`config.mk`:
```
export PLATFORM = sky130hd
export DESIGN_NAME = mem_stage
export DESIGN_NICKNAME = d
export VERILOG_FILES = /design/src/rtl/riscv_pkg.sv /design/src/rtl/lsu_align.sv /design/src/rtl/mem_stage.sv
export SDC_FILE = /design/constraint.sdc
export NUM_CORES = 1
export LEC_CHECK = 0
export ABC_AREA = 1
export CAP_MARGIN = 20
export CORE_AREA = 2 2 114 116
export CTS_CLUSTER_SIZE = 30
export DETAILED_ROUTE_END_ITERATION = 10
export DIE_AREA = 0 0 116 118
export HOLD_SLACK_MARGIN = 0.1
export MAX_ROUTING_LAYER = met4
export PLACE_DENSITY = 0.79
export SLEW_MARGIN = 20
export SYNTH_ARGS = -nofsm -noshare
export SYNTH_HDL_FRONTEND = slang
export SYNTH_SLANG_ARGS = --single-unit
export TNS_END_PERCENT = 100
```
`constraint.sdc`:
```
create_clock -name clk -period 2.1 [get_ports clk]
set_clock_uncertainty 0.2 [all_clocks]
set_input_delay 0.315 -clock clk [delete_from_list [all_inputs] [get_ports clk]]
set_output_delay 0.315 -clock clk [all_outputs]
set_load 0.05 [all_outputs]
```
`src/rtl/riscv_pkg.sv`:
```
// Shared types for the memory stage: pipeline register layouts, the MEM FSM
// state encoding and the load/store width (funct3) encoding.
package riscv_pkg;

  localparam int XLEN           = 32;
  localparam int REG_ADDR_WIDTH = 5;

  typedef enum logic [2:0] {
    F3_B  = 3'b000,
    F3_H  = 3'b001,
    F3_W  = 3'b010,
    F3_BU = 3'b100,
    F3_HU = 3'b101
  } ls_funct3_e;

  typedef enum logic [1:0] {
    IDLE     = 2'd0,
    REQ      = 2'd1,
    WAIT_RSP = 2'd2
  } mem_state_e;

  typedef struct packed {
    logic       mem_read;
    logic       mem_write;
    logic       reg_write;
    ls_funct3_e funct3;
  } mem_ctrl_t;

  typedef struct packed {
    logic [XLEN-1:0]           alu_result;
    logic [XLEN-1:0]           rs2_data_str;
    logic [REG_ADDR_WIDTH-1:0] rd_addr;
    mem_ctrl_t                 ctrl;
    logic                      valid_ex_mem;
  } ex_mem_reg_t;

  typedef struct packed {
    logic [XLEN-1:0]           result;
    logic [REG_ADDR_WIDTH-1:0] rd_addr;
    logic                      reg_write;
    logic                      valid_mem_wb;
  } mem_wb_reg_t;

  // Halfwords must be 2-byte aligned, words 4-byte aligned; bytes never trap.
  function automatic logic is_misaligned(input ls_funct3_e f3, input logic [1:0] addr_lo);
    logic mis;
    mis = 1'b0;
    case (f3)
      F3_H, F3_HU: mis = addr_lo[0];
      F3_W:        mis = (addr_lo != 2'b00);
      default:     mis = 1'b0;
    endcase
    return mis;
  endfunction

endpackage

```
`src/rtl/lsu_align.sv`:
```
// Lane steering for the data memory port: store byte enables, store data
// replication across lanes, and load lane extraction with sign/zero extension.
module lsu_align
  import riscv_pkg::*;
(
  input  ls_funct3_e        funct3,
  input  logic [1:0]        addr_lo,
  input  logic [XLEN-1:0]   store_data,
  input  logic [XLEN-1:0]   load_raw,
  output logic [3:0]        be,
  output logic [XLEN-1:0]   wdata,
  output logic [XLEN-1:0]   load_data
);

  logic [7:0]  lane_b;
  logic [15:0] lane_h;

  // Pick the addressed byte and halfword out of the returned word.
  always_comb begin
    lane_b = load_raw[7:0];
    case (addr_lo)
      2'd0: lane_b = load_raw[7:0];
      2'd1: lane_b = load_raw[15:8];
      2'd2: lane_b = load_raw[23:16];
      2'd3: lane_b = load_raw[31:24];
      default: lane_b = load_raw[7:0];
    endcase
    lane_h = addr_lo[1] ? load_raw[31:16] : load_raw[15:0];
  end

  // Byte enables shifted past lane 3 fall off the 4-bit vector by design.
  always_comb begin
    be        = 4'b1111;
    wdata     = store_data;
    load_data = load_raw;
    case (funct3)
      F3_B, F3_BU: begin
        be    = 4'b0001 << addr_lo;
        wdata = {4{store_data[7:0]}};
      end
      F3_H, F3_HU: begin
        be    = 4'b0011 << {addr_lo[1], 1'b0};
        wdata = {2{store_data[15:0]}};
      end
      default: ;
    endcase
    case (funct3)
      F3_B:    load_data = {{24{lane_b[7]}}, lane_b};
      F3_BU:   load_data = {24'd0, lane_b};
      F3_H:    load_data = {{16{lane_h[15]}}, lane_h};
      F3_HU:   load_data = {16'd0, lane_h};
      default: load_data = load_raw;
    endcase
  end

endmodule

```
`src/rtl/mem_stage.sv`:
```
// MEM pipeline stage: drives the data memory port, stalls the front of the
// pipeline while an access is outstanding, and registers the MEM/WB result.
// Optional feature: define MEM_MISALIGN_TRAP_EN to trap misaligned H/W
// accesses instead of issuing them.
//
// Memory handshake: dmem_req is a request-valid, dmem_gnt its ready; the
// request (addr/we/wdata/be) is transferred in the cycle both are 1 and must
// stay stable until then. Every transferred request, load or store, is
// answered later by exactly one dmem_rvalid pulse carrying dmem_rdata.
module mem_stage
  import riscv_pkg::*;
(
  input  logic                      clk,
  input  logic                      reset,
  input  ex_mem_reg_t               ex_mem_in,
  output logic                      dmem_req,
  output logic                      dmem_we,
  output logic [XLEN-1:0]           dmem_addr,
  output logic [XLEN-1:0]           dmem_wdata,
  output logic [3:0]                dmem_be,
  input  logic                      dmem_gnt,
  input  logic                      dmem_rvalid,
  input  logic [XLEN-1:0]           dmem_rdata,
  output logic                      stall_mem,
  output mem_wb_reg_t               mem_wb_out,
  output logic [XLEN-1:0]           mem_alu_result,
  output logic [REG_ADDR_WIDTH-1:0] mem_rd_addr,
  output logic                      mem_reg_write,
  output logic                      misalign_exc,
  output logic [XLEN-1:0]           misalign_addr,
  output mem_state_e                state_dbg
);

  mem_state_e      state;
  logic            mem_op;
  logic            misaligned;
  logic            issue_op;
  logic            wb_reg_write;
  logic [XLEN-1:0] load_data;

  assign mem_op       = ex_mem_in.valid_ex_mem & (ex_mem_in.ctrl.mem_read | ex_mem_in.ctrl.mem_write);
  assign wb_reg_write = ex_mem_in.valid_ex_mem & ex_mem_in.ctrl.reg_write & (ex_mem_in.rd_addr != '0);

`ifdef MEM_MISALIGN_TRAP_EN
  assign misaligned = mem_op & is_misaligned(ex_mem_in.ctrl.funct3, ex_mem_in.alu_result[1:0]);
`else
  assign misaligned = 1'b0;
`endif

  assign issue_op = mem_op & ~misaligned;

  lsu_align u_align (
    .funct3     (ex_mem_in.ctrl.funct3),
    .addr_lo    (ex_mem_in.alu_result[1:0]),
    .store_data (ex_mem_in.rs2_data_str),
    .load_raw   (dmem_rdata),
    .be         (dmem_be),
    .wdata      (dmem_wdata),
    .load_data  (load_data)
  );

  // Request and stall; the EX/MEM register is frozen while stalled so the
  // request fields come straight from it and stay stable.
  always_comb begin
    dmem_req  = ~reset & (((state == IDLE) & issue_op) | (state == REQ));
    stall_mem = ((state == IDLE) & issue_op) | (state == REQ) |
                ((state == WAIT_RSP) & ~dmem_rvalid);
  end

  assign dmem_we        = ex_mem_in.ctrl.mem_write;
  assign dmem_addr      = ex_mem_in.alu_result;
  assign mem_alu_result = ex_mem_in.alu_result;
  assign mem_rd_addr    = ex_mem_in.rd_addr;
  assign mem_reg_write  = wb_reg_write;
  assign state_dbg      = state;

  // Access FSM and MEM/WB register; every stalled edge writes a bubble.
  always_ff @(posedge clk or posedge reset) begin
    if (reset) begin
      state      <= IDLE;
      mem_wb_out <= '0;
    end else begin
      case (state)
        IDLE: begin
          if (issue_op) begin
            mem_wb_out <= '0;
            state      <= dmem_gnt ? WAIT_RSP : REQ;
          end else if (misaligned) begin
            mem_wb_out <= '0;
          end else begin
            mem_wb_out.result       <= ex_mem_in.alu_result;
            mem_wb_out.rd_addr      <= ex_mem_in.rd_addr;
            mem_wb_out.reg_write    <= wb_reg_write;
            mem_wb_out.valid_mem_wb <= ex_mem_in.valid_ex_mem;
          end
        end
        REQ: begin
          mem_wb_out <= '0;
          if (dmem_gnt) state <= WAIT_RSP;
        end
        WAIT_RSP: begin
          if (dmem_rvalid) begin
            mem_wb_out.result       <= ex_mem_in.ctrl.mem_read ? load_data : ex_mem_in.alu_result;
            mem_wb_out.rd_addr      <= ex_mem_in.rd_addr;
            mem_wb_out.reg_write    <= wb_reg_write;
            mem_wb_out.valid_mem_wb <= 1'b1;
            state                   <= IDLE;
          end else begin
            mem_wb_out <= '0;
          end
        end
        default: begin
          mem_wb_out <= '0;
          state      <= IDLE;
        end
      endcase
    end
  end

`ifdef MEM_MISALIGN_TRAP_EN
  // One-cycle registered trap pulse carrying the faulting address.
  always_ff @(posedge clk or posedge reset) begin
    if (reset) begin
      misalign_exc  <= 1'b0;
      misalign_addr <= '0;
    end else begin
      misalign_exc <= misaligned & (state == IDLE);
      if (misaligned && (state == IDLE)) misalign_addr <= ex_mem_in.alu_result;
    end
  end
`else
  assign misalign_exc  = 1'b0;
  assign misalign_addr = '0;
`endif

endmodule

```
==> results.yml <==
outcome:
  status: "finished, final reports clean"
synthesis:
  synth_cells: 579
  synth_edf_count: 0
  synth_seq_area_share: 0.278
  async_reset_ff_frac: 1.00
  ys_seq_elements: 41
  yosys-top-cells-count: "nand2_1 (196), buf_4 (112), nor2_1 (73)"
  synth_warnings: 0
  synth-simple-area-share: 0.333
  synth_top_cell_area_share: 0.278
  synthFlopType: "dfrtp_1"
  synth_adder_area_share: 0
  syn-mean-instance-area_um2: 6.38
  muxShareOfSynthArea: 0
  synth_compound_area_frac: 0.0830
  yosysTopAreaCell: "dfrtp_1"
  synth_top_family_by_area: "simple AND/OR/NAND/NOR gates"
  yosysUniqueCellTypes: 25
  synth_area_um2: 3690
  synth.area.top_cells: "dfrtp_1 (28%), buf_4 (23%), nand2_1 (20%)"
  synth-xor-area-share: 0
  synth.most_common_cell: "nand2_1"
worst_setup_path:
  setup.worst_path.start: "state_dbg[0]"
  critPathArrivalTime_ns: 1.52
  required_ns: 1.58
  max_stage_delay_ns: 0.84
  r2r_start: "state_dbg[1]"
  cp-start-kind: "flop"
  r2r_slack_ns: 0.42
  cp_num_buf_inv: 1
  r2r-end: "mem_wb_out[37]"
  cp.depth: 1
  worstPathCellList: "clkdlybuf4s50_1"
  endpoint_kind: "output pin"
  crit_family: "buffers and inverters"
  critPathMaxFanout: 4
  cpMaxStageDelayCell: "clkdlybuf4s50_1"
  worstSetupPathType: "flop to output pin"
  rr_worst_depth: 8
placement:
  hpwl_um: 12600
  place_inst: 963
  globalplace.congestion: 0.837
  portBuffers: 261
  preCtsSetupSlack_ns: -0.146
global_route:
  use_met1: 0.238
  grt_overflow: 0
  track_usage: 0.217
  antenna_found_initial: 0
  grt_pass1_wl_um: 22500
  grt_pass1_vias: 4301
  use_met2: 0.400
  use_met3: 0.0448
  top_usage_layer: "met2"
  grt_max_degree: 26
timing:
  grt_setup_unrepaired: "false"
  setup_violations: 0
  timing.fmax_ghz: 0.492
  max_slew_margin: 0.637
  finalWorstSetupSlack_ns: 0.0682
  period_share: 0.968
  hold_viol: 0
  period_minus_slack_ns: 2.03
  drv_slew: 0
  tightest_slew_ns: 0.543
routing:
  avgRoutedWirePerCell_um: 15.0
  drtIter0Drc: 261
  drtPass1Iterations: 5
  vias_per_cell: 4.41
  vias: 4309
  routed_wl_um: 14600
  ant_nets: 0
  drc: 0
clock_tree:
  clock_sink_count: 41
  cts_tree: "yes"
  cts_inserted_buffers: 5
  htreeDepth: 2
  clk_latency_ns: 0.28
  cts_root_buf: "clkbuf_16"
  cts.clk_slew.worst_paths_ns: 0.06
  clock_path_buffers: 2
  ctsHoldBuffers: 0
job:
  cap_violations: 0
pwr:
  p_leak_nw: 3.74
  ir_worst_vdd_uv: 356
  p_per_area_nw_per_um2: 612
layout:
  layout-drive-gt1-share: 0.239
  layout.cells.non_filler: 976
  layout.nets: 916
  regArea_um2: 1030
  syn2layout_area_growth_pct: 100
  diodes: 0
  postLayoutCoreUtil: 0.596
  nFillCells: 1080
  multi_input_area_um2: 1670
die:
  start_util: 0.298
  std_cell_rows: 41
  dieArea_um2: 13700
  coreArea_um2: 12400
  die_h_um: 118
  die_w_um: 116
  num_io_pins: 295
hold_path:
  hold_class: "input port to async pin"
-- cells by family (layout without fill, tap and decap cells) --
family / Yosys count / count (layout)
AOI/OAI and AO/OA: 50 / 50
other: 1 / 33
and+or+nand+nor: 305 / 305
DFF: 41 / 41
buffers and inverters: 182 / 375
-- timing repair --
| action | in CTS | in global routing |
|---|---|---|
| endpoints found under the setup margin | 18 | 6 |
| pin swaps | 1 | 1 |
| buffers inserted | 4 | 1 |
| gates cloned | 1 | 0 |
| gates resized for setup | 10 | 2 |
-- power breakdown --
group | switching (W) | internal (W) | leakage [nW] | total, W
combinational | 0.00165 | 0.00107 | 3.12 | 0.00272
sequential | 0.0000392 | 0.000908 | 0.534 | 0.000947
clock | 0.000311 | 0.000552 | 0.0797 | 0.000863
total | 0.00200 | 0.00253 | 3.74 | 0.00453
-- worst max-delay path by stage --
| stage | endpoint | slack, ns |
|---|---|---|
| 2_1_floorplan | dmem_wdata[10] | -0.04 |
| 3_3_place_gp | dmem_wdata[10] | -0.12 |
| 3_5_place_dp | dmem_wdata[10] | -0.15 |
| 4_1_cts | dmem_be[2] | 0.05 |
| 5_1_grt | dmem_be[0] | 0.004 |
| 6_report | state_dbg[0] | 0.07 |
-- per-layer routing --
layer  vias up  share of wire
li1       2078              -
met3        14          0.087
met4         0          0.013
met5         -              0
met1      1973           0.37
met2       244           0.53
-- per-stage QoR --
step,area [um2],hold WS (ns),TNS (ns),total power (W)
finish,7400,0.176,0,0.00453
detailed placement,7160,0.385,-1.80,0.00367
CTS,7390,0.192,0,0.00455
floorplan,3810,0.181,-0.305,0.00253
global placement,7160,0.393,-1.46,0.00363
global route,7400,0.213,0,0.00470
-- area by class of cell --
cell class              count  area share
flip-flops and latches     41       0.139
well taps                 172      0.0291
repair buffers            315       0.557
clock inverters             2     0.00473
clock buffers               5      0.0169
inverters                  53      0.0269
multi-input cells         388       0.226
-- sequential cells by signal, summed over array words and instances (netlist names) --
register,count
state_dbg,2
mem_wb_out,39
-- cell usage in the layout (no fill, tap or decap) --
master / netlist / routed
a21boi_0: 13 / 13
buf_16: 0 / 1
a21oi_1: 13 / 13
nor3_1: 1 / 1
nor2_4: 2 / 2
buf_4: 112 / 55
nand3_4: 1 / 1
bufinv_16: 0 / 1
o211ai_1: 8 / 8
dlygate4sd2_1: 0 / 2
o21ai_2: 0 / 2
clkdlybuf4s50_1: 0 / 146
dlymetal6s2s_1: 0 / 1
nand2_2: 2 / 3
nand2_4: 2 / 2
inv_1: 47 / 46
nand3_1: 27 / 27
nand2_1: 196 / 195
clkbuf_16: 0 / 5
buf_6: 2 / 1
nor2_2: 1 / 2
dfrtp_1: 41 / 41
a21oi_2: 1 / 1
buf_12: 0 / 109
nor2_1: 73 / 72
clkinv_1: 1 / 1
clkinv_2: 0 / 1
inv_2: 5 / 6
o21ai_0: 13 / 8
o21ai_1: 2 / 5
conb_1: 1 / 33
Power figures use the tool's default switching activity.
